$ cat src/rtl/cpu_seq_ctrl.sv
// ---------------------------------------------------------------------------
// cpu_seq_ctrl
// Eight-phase instruction sequencer for the 8-bit accumulator CPU. A phase
// counter steps through fetch (phases 0-3) and execute (phases 4-7). The
// datapath strobes are decoded combinationally from the registered phase,
// the IR opcode and the ALU zero flag.
//
// Optional build macro: SEQ_CTRL_STALL_EN
//   Adds input mem_ready. In phases 1, 5 and 7 the phase holds while
//   mem_ready=0, and the strobes keep their values. Without the macro the
//   port does not exist and the sequencer never stalls.
// ---------------------------------------------------------------------------
module cpu_seq_ctrl #(
  parameter logic [2:0] RST_PHASE = 3'd0
) (
  input  logic       clk,
  input  logic       rst_n,
  input  logic [2:0] opcode,
  input  logic       zero,
`ifdef SEQ_CTRL_STALL_EN
  input  logic       mem_ready,
`endif
  output logic       sel,
  output logic       rd,
  output logic       ld_ir,
  output logic       inc_pc,
  output logic       ld_pc,
  output logic       ld_ac,
  output logic       data_e,
  output logic       wr,
  output logic       halt,
  output logic [2:0] phase
);

  typedef enum logic [2:0] {
    PH_INST_ADDR  = 3'd0,
    PH_INST_FETCH = 3'd1,
    PH_INST_LOAD  = 3'd2,
    PH_IDLE       = 3'd3,
    PH_OP_ADDR    = 3'd4,
    PH_OP_FETCH   = 3'd5,
    PH_ALU_OP     = 3'd6,
    PH_STORE      = 3'd7
  } phase_e;

  typedef enum logic [2:0] {
    OP_HLT = 3'd0,
    OP_SKZ = 3'd1,
    OP_ADD = 3'd2,
    OP_AND = 3'd3,
    OP_XOR = 3'd4,
    OP_LDA = 3'd5,
    OP_STO = 3'd6,
    OP_JMP = 3'd7
  } opcode_e;

  phase_e  phase_q, phase_d;
  logic    halted_q, halted_d;
  logic    stall;
  logic    alu_op;
  opcode_e op;

  assign op     = opcode_e'(opcode);
  assign alu_op = (op == OP_ADD) || (op == OP_AND) || (op == OP_XOR) || (op == OP_LDA);
  assign phase  = phase_q;

`ifdef SEQ_CTRL_STALL_EN
  // Memory-access phases wait for the memory to accept the cycle.
  assign stall = !mem_ready &&
                 ((phase_q == PH_INST_FETCH) || (phase_q == PH_OP_FETCH) ||
                  (phase_q == PH_STORE));
`else
  assign stall = 1'b0;
`endif

  // Phase and halted-flag state registers.
  always_ff @(posedge clk or negedge rst_n) begin
    // NOTE: sequential state uses non-blocking assignments so every register
    // samples the pre-edge values, independent of block evaluation order.
    if (!rst_n) begin
      phase_q  <= phase_e'(RST_PHASE);
      halted_q <= 1'b0;
    end else begin
      phase_q  <= phase_d;
      halted_q <= halted_d;
    end
  end

  // Next phase: halt freezes the counter at OP_ADDR; a stall holds it;
  // otherwise advance with natural 7 -> 0 wrap.
  always_comb begin
    // NOTE: every always_comb output gets a default first so no path leaves
    // it unassigned, which would otherwise infer a latch.
    phase_d  = phase_q;
    halted_d = halted_q;
    if (!halted_q) begin
      if (phase_q == PH_OP_ADDR && op == OP_HLT) begin
        halted_d = 1'b1;
      end else if (!stall) begin
        phase_d = phase_e'(phase_q + 3'd1);
      end
    end
  end

  // Strobe decode from the registered phase, opcode and zero flag.
  always_comb begin
    sel    = 1'b0;
    rd     = 1'b0;
    ld_ir  = 1'b0;
    inc_pc = 1'b0;
    ld_pc  = 1'b0;
    ld_ac  = 1'b0;
    data_e = 1'b0;
    wr     = 1'b0;
    halt   = 1'b0;
    if (!rst_n) begin
      // Reset values hold regardless of RST_PHASE while reset is asserted.
      sel = 1'b1;
    end else if (halted_q) begin
      halt = 1'b1;
    end else begin
      case (phase_q)
        PH_INST_ADDR: begin
          sel = 1'b1;
        end
        PH_INST_FETCH: begin
          sel = 1'b1;
          rd  = 1'b1;
        end
        PH_INST_LOAD, PH_IDLE: begin
          sel   = 1'b1;
          rd    = 1'b1;
          ld_ir = 1'b1;
        end
        PH_OP_ADDR: begin
          inc_pc = 1'b1;
          halt   = (op == OP_HLT);
        end
        PH_OP_FETCH: begin
          rd = alu_op;
        end
        PH_ALU_OP: begin
          rd     = alu_op;
          inc_pc = (op == OP_SKZ) && zero;
          ld_pc  = (op == OP_JMP);
          data_e = (op == OP_STO);
        end
        PH_STORE: begin
          rd     = alu_op;
          ld_ac  = alu_op;
          ld_pc  = (op == OP_JMP);
          data_e = (op == OP_STO);
          wr     = (op == OP_STO);
        end
        default: ;
      endcase
    end
  end

endmodule

$ cat config.mk
export PLATFORM = sky130hd
export DESIGN_NAME = cpu_seq_ctrl
export DESIGN_NICKNAME = d
export VERILOG_FILES = /design/src/rtl/cpu_seq_ctrl.sv
export SDC_FILE = /design/constraint.sdc
export NUM_CORES = 1
export LEC_CHECK = 0
export ABC_AREA = 0
export BUFFER_PORTS_ARGS = -buffer_cell sky130_fd_sc_hd__buf_2
export CAP_MARGIN = 5
export CORE_AREA = 3 3 40 42
export DETAILED_ROUTE_END_ITERATION = 12
export DIE_AREA = 0 0 43 45
export REMOVE_ABC_BUFFERS = 1
export SETUP_SLACK_MARGIN = 0.1
export SYNTH_ARGS = -nofsm -noshare
export SYNTH_HDL_FRONTEND = slang
export SYNTH_SLANG_ARGS = --single-unit
$ cat constraint.sdc
create_clock -name clk -period 2.2 [get_ports clk]
set_input_delay 0.66 -clock clk [delete_from_list [all_inputs] [get_ports clk]]
set_output_delay 0.66 -clock clk [all_outputs]
set_load 0.05 [all_outputs]
# Word level (Yosys, flattened, before mapping)
# Cells that the tools add are included.
# op_classes
mux	29
n_addsub	1
n_reduce_logical	13
n_bitwise	2
n_eq_ne	14
# ops
op	n
2-to-1 mux 1 bit	27
equality test 3 bit, second input constant	8
equality test 3 x 2 -> 1 bit, second input constant	4
equality test 3 x 1 -> 1 bit, second input constant	2
zero test 3 bit	2
OR reduction 3 bit	2
case mux 1 bit (2 select lines)	2
OR reduction 2 bit	2
OR reduction 4 bit	1
adder 3 x 1 -> 3 bit, second input constant	1
logical OR 1 bit	3
logical AND 1 bit	2
inverter 1 bit	2
AND reduction 2 bit	1
# word_totals
elab_cells	61
input_bits	6
output_inout_bits	12
ff_bits	4

# Logic depth before layout (Yosys ltp)
# Gate-level depths: netlist of run 1.
# logic_depth
depth_word	7
mapped_depth	5
ltp_nobuf	5

# Worst setup path after synthesis of run 1
# OpenSTA, ideal clock, no wires.
# synth_timing
path_kind	register to output
from	register phase_q[0], in the netlist phase[0]
to	output inc_pc
n_path_buf	0
stages_incl_launch_ff	5
required_ns	1.540
setup_slack_ns	-1.025
t_arrival_ns	2.565
cell_sequence	dfrtp_1 -> inv_1 -> ha_1 -> a41oi_1 -> nor4_1
# synth_between
elab_chain_cells	4
# synth_rtl
item	line_no	text
from (decl)	57	phase_e phase_q, phase_d;
from (signal assigned)	81	phase_q <= phase_e'(RST_PHASE);
from (signal assigned)	84	phase_q <= phase_d;
equality test 3 bit	122	case (phase_q)
case mux 1 bit (2 select lines) *	122	
2-to-1 mux 1 bit *	119	end else if (halted_q) begin
2-to-1 mux 1 bit *	116	if (!rst_n) begin
to (decl)	26	output logic inc_pc,
# Mark *: on every way between the ends. The rest lies on a longest branch, timed or not.

# Final worst setup path of run 1
# layout_timing
from	register phase_q[1], in the netlist phase[1]
to	output sel
# layout_between
elab_chain_cells	5
# layout_rtl
item	line_no	text
equality test 3 x 2 -> 1 bit (tied with other cells)	122	
OR reduction 4 bit (no source line) *	n/a	
2-to-1 mux 1 bit *	122	
2-to-1 mux 1 bit *	119	
2-to-1 mux 1 bit *	116	
to (decl)	23	output logic sel,
# Marks and branches as above.

==> results of run 1 <==
cells by family after synthesis:
kind of cell / count (synthesis) / share of synthesized area (%)
adder cells (fa/ha/maj): 6 / 19.7
flip-flops: 4 / 26.2
buffers and inverters: 4 / 3.93
AO/OA/AOI/OAI: 11 / 17.1
XOR/XNOR: 2 / 4.59
multiplexers: 1 / 3.93
AND/OR/NAND/NOR: 14 / 24.6
power breakdown:
part           switching, µW  internal [µW]
clock network           27.4           60.9
logic                    552            499
registers               86.0            121
repair_timing:
| item | 4_1_cts | 5_1_grt |
|---|---|---|
| hold endpoints to repair | 0 | 0 |
| setup endpoints to repair | 9 | 9 |
| gates resized for setup | 35 | 28 |
| pin swaps | 5 | 5 |
| setup buffers | 3 | 3 |
synthesized netlist by cell type (2+ instances only):
cell,number,area [µm²]
sky130_fd_sc_hd__a21oi_1,4,20.0
sky130_fd_sc_hd__dfrtp_1,4,100
sky130_fd_sc_hd__ha_1,6,75.1
sky130_fd_sc_hd__inv_1,4,15.0
sky130_fd_sc_hd__nor2_1,4,15.0
sky130_fd_sc_hd__nor3b_1,3,22.5
sky130_fd_sc_hd__o21ai_0,4,20.0
sky130_fd_sc_hd__xnor2_1,2,17.5
worst max-delay path by stage:
stage                          from      to  depth (start not counted)
after floorplan            phase[0]  inc_pc                          4
after global placement    opcode[2]    halt                          5
after detailed placement  opcode[2]    halt                          5
after CTS                  phase[0]     sel                          6
after global routing       phase[1]     sel                          6
final                      phase[1]     sel                          6
registers in the layout, indices dropped and copies added (netlist names):
name and cells:
halted_q 1, phase 3
stage by stage:
stage / setup slack, ns / total power (µW) / utilization [%]
2_1_floorplan: -1.02 / 627 / -
3_3_place_gp: -0.128 / 833 / 43.0
3_5_place_dp: -0.136 / 839 / 43.0
4_1_cts: -0.0952 / 1130 / 56.8
5_1_grt: -0.191 / 1440 / 67.6
6_report: -0.122 / 1350 / 67.6
layout by cell type (no fill, tap or decap), types with 3 or more instances in the layout:
| master | count |
|---|---|
| sky130_fd_sc_hd__ha_4 | 6 |
| sky130_fd_sc_hd__buf_2 | 6 |
| sky130_fd_sc_hd__clkbuf_4 | 3 |
| sky130_fd_sc_hd__dfrtp_2 | 3 |
| sky130_fd_sc_hd__buf_4 | 12 |
| sky130_fd_sc_hd__nor2_1 | 3 |
| sky130_fd_sc_hd__buf_6 | 12 |
routing by layer:
metal | part of all wire, % | up-vias | wire length, µm
met5 | 0 | - | 0
met1 | 40 | 214 | 494
met4 | 0 | 0 | 0
li1 | - | 222 | -
met3 | 4.4 | 0 | 54
met2 | 56 | 12 | 691
worst max-delay path, delay by kind of cell, from the launching register on:
kind	cells	cell delay (ns)
compound gates	2	0.23
fa+ha+maj	1	0.16
buf+inv	2	0.23
flops	1	0.40
simple gates	1	0.40
layout make-up:
type	count	area, µm²	area share (%)
Tap cell	15	18.8	2.16
Timing Repair Buffer	32	285	32.9
Multi-Input combinational cell	34	420	48.4
Inverter	4	17.5	2.02
Clock buffer	3	22.5	2.59
Sequential cell	4	104	12.0
==> impl.org, run 1 <==
** Floorplanning
- Placement row count :: 13
- The die is 43 µm wide.
- The die covers 1940 µm².
- Chip height :: 45 µm
- For this design the top-level I/O count stands at 18.
- Starting utilization of the core area :: 29.7%
- Area of the core :: 1280 µm²

** Pwr
- IR analysis of the VDD net gives a maximum drop of 0.983 mV.
- Reported leakage power :: 0.000363 µW
- Power spread over the standard cell area amounts to 1550 nW/µm².

** Finish
- Fraction of layout cells with a size suffix above 1 :: 80.5%
- Fillcell total :: 100
- The repair_antennas step left the layout with diodes totalling 0.
- The count of cells in the finished layout, fillers not included, comes to 92.
- Area grow syn2layout :: 128%
- The finished cells cover 868 µm².
- After the last flow step, the layout net total stands at 91.

** Clocking
- In this run, CTS created clock tree buffers numbering 3.
- CTS tree :: done
- Total of hold buffers inserted after clock tree synthesis :: 0
- In this run the number of H-tree levels came out at 1.
- The clock passes through at most 2 buffers.
- Insertion delay of the later-clocked pin in the worst-skew pair :: 0.23 ns
- CTS saw 4 sinks.
- After clock tree synthesis, the clock-pin slew on the worst setup and hold paths is 0.04 ns.
- Clock tree synthesis selected as its root buffer the cell sky130_fd_sc_hd__clkbuf_4.

** Global routing
- Global-route wire length before repair :: 1900 µm
- The layer flagged by global routing as most heavily used is met2.
- In the global route stage, overall resource usage came out at 13.5%.
- The number of global-route vias before repair came to 456.
- For met2 alone, demand over resource in global routing was 23.1%.
- The initial antenna violation count was 0.
- After global routing the overflow that remains totals 0.
- For this run, global-route usage on met3 was measured as 2.39%.
- Entering global routing, the biggest net connects 8 pins.
- Global routing used 15.6% of the available met1 tracks.

** Job
- Max Cap Violations :: 0

** Timing
- The final number of max-transition violations is 0.
- Clock Skews :: 0.000719 ns
- Number of failing setup endpoints in the final timing report :: 4
- Slew HR :: 81.1%
- The number of failing hold endpoints at the final stage was 0.
- Setup repair after global routing could not meet its margin everywhere.
- Max Clock Freq :: 431 MHz
- Slew @ Worst Pin :: 0.282 ns
- Fin Hold WS :: 0.360 ns
- After layout, the minimum clock period comes to 2.32 ns.
- Period utilization :: 106%
- Sum of negative setup slack :: -0.283 ns
- Min setup slack post-route :: -0.122 ns

** Run status
- Outcome :: finished with violations
- The checks that failed: setup timing.

** Worst setup path
- The critical path goes through inv_2 -> ha_4 -> or3_4 -> a21oi_4 -> o21ai_2 -> buf_6.
- The worst setup path is launched from a flop.
- Max FO, Critical Path :: 4
- The worst register-to-register path ends at phase[1].
- For flop-to-flop paths, the worst setup slack is 0.64 ns.
- The largest single stage delay on the critical path is 0.40 ns.
- STA classifies the critical path endpoint as an output port.
- Startpoint of the lowest-slack register-to-register path :: phase[0]
- For this design, the slowest cell found on the critical path is sky130_fd_sc_hd__dfrtp_2.
- Data on the critical path arrives at its endpoint at 1.66 ns.
- Required time of the critical path :: 1.54 ns
- The worst setup path is of the flop to output port kind.
- The worst register-to-register path has a depth of 6.

** Placement
- Summed over all nets, the half-perimeter wirelength after detailed placement is 766 µm.
- In this run, placement finished with an instance count of 83.
- The congestion estimate from routability-driven global placement came to 0.677.
- Buffers placed on the I/O ports in this run total 17.
- After detailed placement, the total cell area comes to 553 µm².

** Yosys
- The mapped netlist covers 382 µm².
- Counting flops with a built-in enable in the synthesized netlist gives 0.
- For this run, the register share of the synthesized area comes to 26.2%.
- After synthesis, the mean cell area works out to 9.09 µm².
- Share of flip-flops with an asynchronous set or reset :: 100%
- The Yosys step of the flow raised 0 warnings.
- Synthesized instance count :: 42
- Count of different cell masters after synthesis :: 19
- Most used flip-flop cell after synthesis :: sky130_fd_sc_hd__dfrtp_1
- Counting flops and latches in the post-synthesis netlist gives 4.

** Detailed routing
- Post-route DRC violation count :: 0
- Dividing the detail-routed wire length by the instance count gives 13.5 µm.
- The count of nets left with antenna violations once routing finished came out at 0.
- For this block, the initial DRC count from the detailed router was 7.
- Using the TritonRoute via totals, the vias-per-cell ratio works out to 4.87.
- Wire length reported by the detailed router :: 1240 µm
- For this run, the detailed router's first-pass iteration total came to 3.
- Total via count after detailed routing :: 448

** Min path
- Hold/Removal Path Class :: primary input to asynchronous set/reset pin
Power figures use the tool's default switching activity.
==> run 2: changes to the inputs <==
--- a/config.mk
+++ b/config.mk
@@ -5,7 +5,7 @@
 export SDC_FILE = /design/constraint.sdc
 export NUM_CORES = 1
 export LEC_CHECK = 0
-export ABC_AREA = 0
+export ABC_AREA = 1
 export BUFFER_PORTS_ARGS = -buffer_cell sky130_fd_sc_hd__buf_2
 export CAP_MARGIN = 5
 export CORE_AREA = 3 3 40 42
==> run 2 against run 1 <==
  * The flow now finishes without violations
  * Synthesized cell count grew 57%
  * Cell area fell by 11%
  * Worst setup slack improved by 0.17 ns
  * Hold slack worse by 0.040 ns
  * Area after synthesis grew 11%
  * Global-route usage fell by 1.2 points
  * Fmax increased by 7.9%
  * Critical path depth increased by 1
  * First-iteration DRC count shrank 29%
  * Largest cell class unchanged
  * Largest power group is now clock
==> impl.org, run 2 <==
** Run status
- Outcome :: finished, final reports clean (was finished with violations)

** Timing
- Number of failing setup endpoints in the final timing report :: 0 (was 4)
- The remaining max-slew budget at the tightest pin came to 83.5% (was 81.1%).
- The ratio of final minimum period to clock period was 97.8% (was 106%).
- The final hold slack is 0.321 ns (was 0.360 ns).
- The achievable frequency is 465 MHz (was 431 MHz).
- Setup repair after global routing missed its margin :: yes (unchanged)
- Period minus WS final :: 2.15 ns (was 2.32 ns)
- Min setup slack post-route :: 0.0485 ns (was -0.122 ns)
- The clock skew after layout was 0.000811 ns (was 0.000719 ns).
- The number of failing hold endpoints at the final stage is 0 (unchanged).
- The slew at the pin closest to its max-slew limit is 0.249 ns (was 0.282 ns).
- Max-slew violation count :: 0 (unchanged)

** Detailed routing
- Antenna Nets Post-Route :: 0 (unchanged)
- The total detailed-routing wirelength is 1190 µm (was 1240 µm).
- The number of vias per cell after detailed routing came to 4.69 (was 4.87).
- Violation count after the first detailed-route iteration :: 5 (was 7)
- The total via count in the routed design is 511 (was 448).
- Drt pass-1 iters :: 3 (unchanged)
- Wire length per cell after detailed routing :: 10.9 µm (was 13.5 µm)
- The number of remaining DRC errors was 0 (unchanged).

** Global routing
- The met2 track demand over resource came to 24.0% (was 23.1%).
- GR Util met3 :: 0.398% (was 2.39%)
- Largest net degree at the start of global routing :: 10 (was 8)
- Global route overflow :: 0 (unchanged)
- Global-route layer with the greatest usage :: met2 (unchanged)
- The global-route wire length before repair is 1830 µm (was 1900 µm).
- The global-route usage over all layers came to 12.3% (was 13.5%).
- The number of global-route vias before repair came to 481 (was 456).
- Global routing met1 resource utilization :: 13.2% (was 15.6%)
- Antenna violations before repair :: 0 (unchanged)

** Yosys
- The main flop type after synthesis is sky130_fd_sc_hd__dfrtp_1 (unchanged).
- Count of different cell masters after synthesis :: 12 (was 19)
- Synthesized instance count :: 66 (was 42)
- The number of synthesized flops with an enable pin came to 0 (unchanged).
- The commonest cells after synthesis are 18 x sky130_fd_sc_hd__nand2_1, 11 x sky130_fd_sc_hd__inv_1, 10 x sky130_fd_sc_hd__nor2_1, 6 x sky130_fd_sc_hd__ha_1.
- The area of the mapped netlist was 423 µm² (was 382 µm²).
- The post-synthesis register bit count came to 4 (unchanged).
- Synth Area per Inst :: 6.41 µm² (was 9.09 µm²)
- Share of Yosys cell area claimed by the top area cell type :: 23.7% (was 26.2%)
- Top cells by area, synth :: sky130_fd_sc_hd__dfrtp_1 24%, sky130_fd_sc_hd__ha_1 18%, sky130_fd_sc_hd__nand2_1 16% (was sky130_fd_sc_hd__dfrtp_1 26%, sky130_fd_sc_hd__ha_1 20%, sky130_fd_sc_hd__nor3b_1 5.9%)
- The most common cell in the netlist is sky130_fd_sc_hd__nand2_1 (was sky130_fd_sc_hd__ha_1).
- Share of synthesized area occupied by flip-flops and latches :: 23.7% (was 26.2%)
- The share of async-settable or async-resettable flops after synthesis is 100% (unchanged).
- The leading area contributor after synthesis was sky130_fd_sc_hd__dfrtp_1 (unchanged).
- The number of warnings printed during yosys synthesis is 0 (unchanged).

** Finish
- The area growth from synthesis to layout came to 83.4% (was 128%).
- The fraction of layout cells with a size suffix above 1 is 58.5% (was 80.5%).
- Non-filler instance count after layout :: 109 (was 92)
- Highest-count cells in the layout ignoring fill and taps :: 15 x sky130_fd_sc_hd__nand2_1, 11 x sky130_fd_sc_hd__buf_4, 8 x sky130_fd_sc_hd__nor2_1, 8 x sky130_fd_sc_hd__buf_2 (was 12 x sky130_fd_sc_hd__buf_6, 12 x sky130_fd_sc_hd__buf_4, 6 x sky130_fd_sc_hd__ha_4, 6 x sky130_fd_sc_hd__buf_2)
- Flip-flop count of the largest register, all copies and words added :: 3 (unchanged)
- Final nets :: 108 (was 91)
- The final-layout fill cell count is 125 (was 100).
- Most common cell after layout, fill and taps aside :: sky130_fd_sc_hd__nand2_1
- The core utilization of the finished layout is 60.4% (was 67.6%).
- Cell area after layout :: 776 µm² (was 868 µm²)
- Antenna cells :: 0 (unchanged)

** Placement
- The area of placed instances was 542 µm² (was 553 µm²).
- IO buf count :: 17 (unchanged)
- The total half-perimeter wirelength after legalization and detailed placement came to 785 µm (was 766 µm).
- Worst slack after detailed placement :: 0.0165 ns (was -0.136 ns)
- The number of cells in the design after placement came to 100 (was 83).
- The placer congestion estimate is 0.819 (was 0.677).

** Clocking
- Number of buffers added by the clock tree synthesis step :: 3 (unchanged)
- Number of levels the H-tree was split into :: 1 (unchanged)
- Clock sink count :: 4 (unchanged)
- Insertion delay of the later-clocked pin in the worst-skew pair :: 0.23 ns (about the same)
- The clock root buffer master is sky130_fd_sc_hd__clkbuf_4 (unchanged).
- Worst-path clk slew :: 0.03 ns (was 0.04 ns)
- The maximum root-to-sink buffer count is 2 (unchanged).
- CTS tree :: done (unchanged)

** Pwr
- The worst IR drop on VDD came to 0.235 mV (was 0.983 mV).
- The net switching power was 43.6 µW (was 666 µW).
- Power density of the placed cells :: 243 nW/µm² (was 1550 nW/µm²)
- Internal power summed over all cells :: 145 µW (was 680 µW)
- The logic gate share of total power is 14.1% (was 78.1%).
- The fraction of power spent switching nets came to 23.1% (was 49.5%).
- The clock share of power is 46.6% (was 6.6%).
- Reported leakage power :: 0.000347 µW (was 0.000363 µW)
- The proportion of power drawn by flip-flops and latches is 39.2% (was 15.3%).

** Floorplanning
- The count of standard-cell rows was 13 (unchanged).
- Die area :: 1940 µm² (unchanged)
- Area of the core :: 1280 µm² (unchanged)
- The y dimension of the die was 45 µm (unchanged).
- The effective utilization at floorplan is 32.9% (was 29.7%).
- The die boundary width is 43 µm (unchanged).
- Ports placed on the boundary :: 18 (unchanged)

** Job
- The max capacitance violation total was 0 (unchanged).

** Worst setup path
- The data required time of the worst path is 1.54 ns (about the same).
- The launching element type of the critical path was a flop (unchanged).
- The type of the setup path with the least slack was flop to output port (unchanged).
- The critical path endpoint category was an output port (unchanged).
- The highest net fanout along the worst path came to 5 (was 4).
- Worst EP arrival :: 1.49 ns (was 1.66 ns)

** Min path
- The type of the most critical hold path is primary input to asynchronous set/reset pin (unchanged).
[run 2: changes by cell type in the layout (fill, tap and decap cells not counted), moves of 3 or more]
cell / delta
sky130_fd_sc_hd__buf_6: -6
sky130_fd_sc_hd__inv_1: +4
sky130_fd_sc_hd__nand3b_1: +3
sky130_fd_sc_hd__nor2_1: +5
sky130_fd_sc_hd__nand3_1: +5
sky130_fd_sc_hd__nand2_2: +3
sky130_fd_sc_hd__nand2_1: +15
[run 2: worst max-delay path: stages, from the launching register on]
cell and delay, ns:
sky130_fd_sc_hd__dfrtp_2 0.46, sky130_fd_sc_hd__inv_4 0.11, sky130_fd_sc_hd__ha_4 0.15, sky130_fd_sc_hd__nand2_4 0.05
sky130_fd_sc_hd__nor2_4 0.10, sky130_fd_sc_hd__nand2_2 0.06, sky130_fd_sc_hd__a21oi_2 0.16, sky130_fd_sc_hd__buf_6 0.17
[run 2: kinds of logic after synthesis]
| group | count (synthesis) | synth area share [%] |
|---|---|---|
| buf+inv | 11 | 9.76 |
| compound gates | 6 | 7.10 |
| fa+ha+maj | 6 | 17.8 |
| flops | 4 | 23.7 |
| simple gates | 39 | 41.7 |
[run 2: area by class of cell]
class / count / area (µm²) / share of cell area (%)
multi-input cells: 51 / 394 / 50.8
repair buffers: 25 / 190 / 24.5
flip-flops and latches: 4 / 104 / 13.4
inverters: 11 / 46.3 / 5.97
clock buffers: 3 / 22.5 / 2.90
well taps: 15 / 18.8 / 2.42
[run 2: power groups by stage]
stage                     combinational [µW]  clock (µW)  sequential, µW
after CTS                               26.2        93.1            74.0
final                                   26.7        88.0            74.0
after global placement                  22.7           0            74.9
after detailed placement                22.9           0            74.9
after global routing                    28.7        94.8            73.9
after floorplan                         12.1           0            74.9
[run 2: final timing paths]
kind | cells after the start | to | slack, ns | from
hold reg to reg | 2 | phase[0] | 0.58 | phase[0]
hold / removal | 2 | phase[1] | 0.32 | rst_n
max in group asynchronous | 2 | phase[2] | 1.77 | rst_n
setup reg to reg | 8 | phase[2] | 0.84 | phase[1]
setup / recovery | 7 | halt | 0.05 | phase[1]
min in group clk | 2 | phase[0] | 0.58 | phase[0]
[run 2: timing repair]
item	4_1_cts	5_1_grt
pin swaps	5	9
hold buffers	0	0
endpoints found under the setup margin	9	9
endpoints found under the hold margin	0	0
gates resized for setup	33	19
buffers inserted	2	4
[run 2: layer usage]
layer  up-vias  share of wire [%]
li1        266                  -
met1       230                 38
met2        13                 57
met3         2                4.0
met4         0                1.3
met5         -                  0
[run 2: through the flow]
| step | power [µW] | TNS [ns] |
|---|---|---|
| after floorplan | 87.0 | -2.93 |
| after global placement | 97.6 | 0 |
| after detailed placement | 97.8 | 0 |
| after CTS | 193 | 0 |
| after global routing | 197 | -0.0579 |
| final | 189 | 0 |
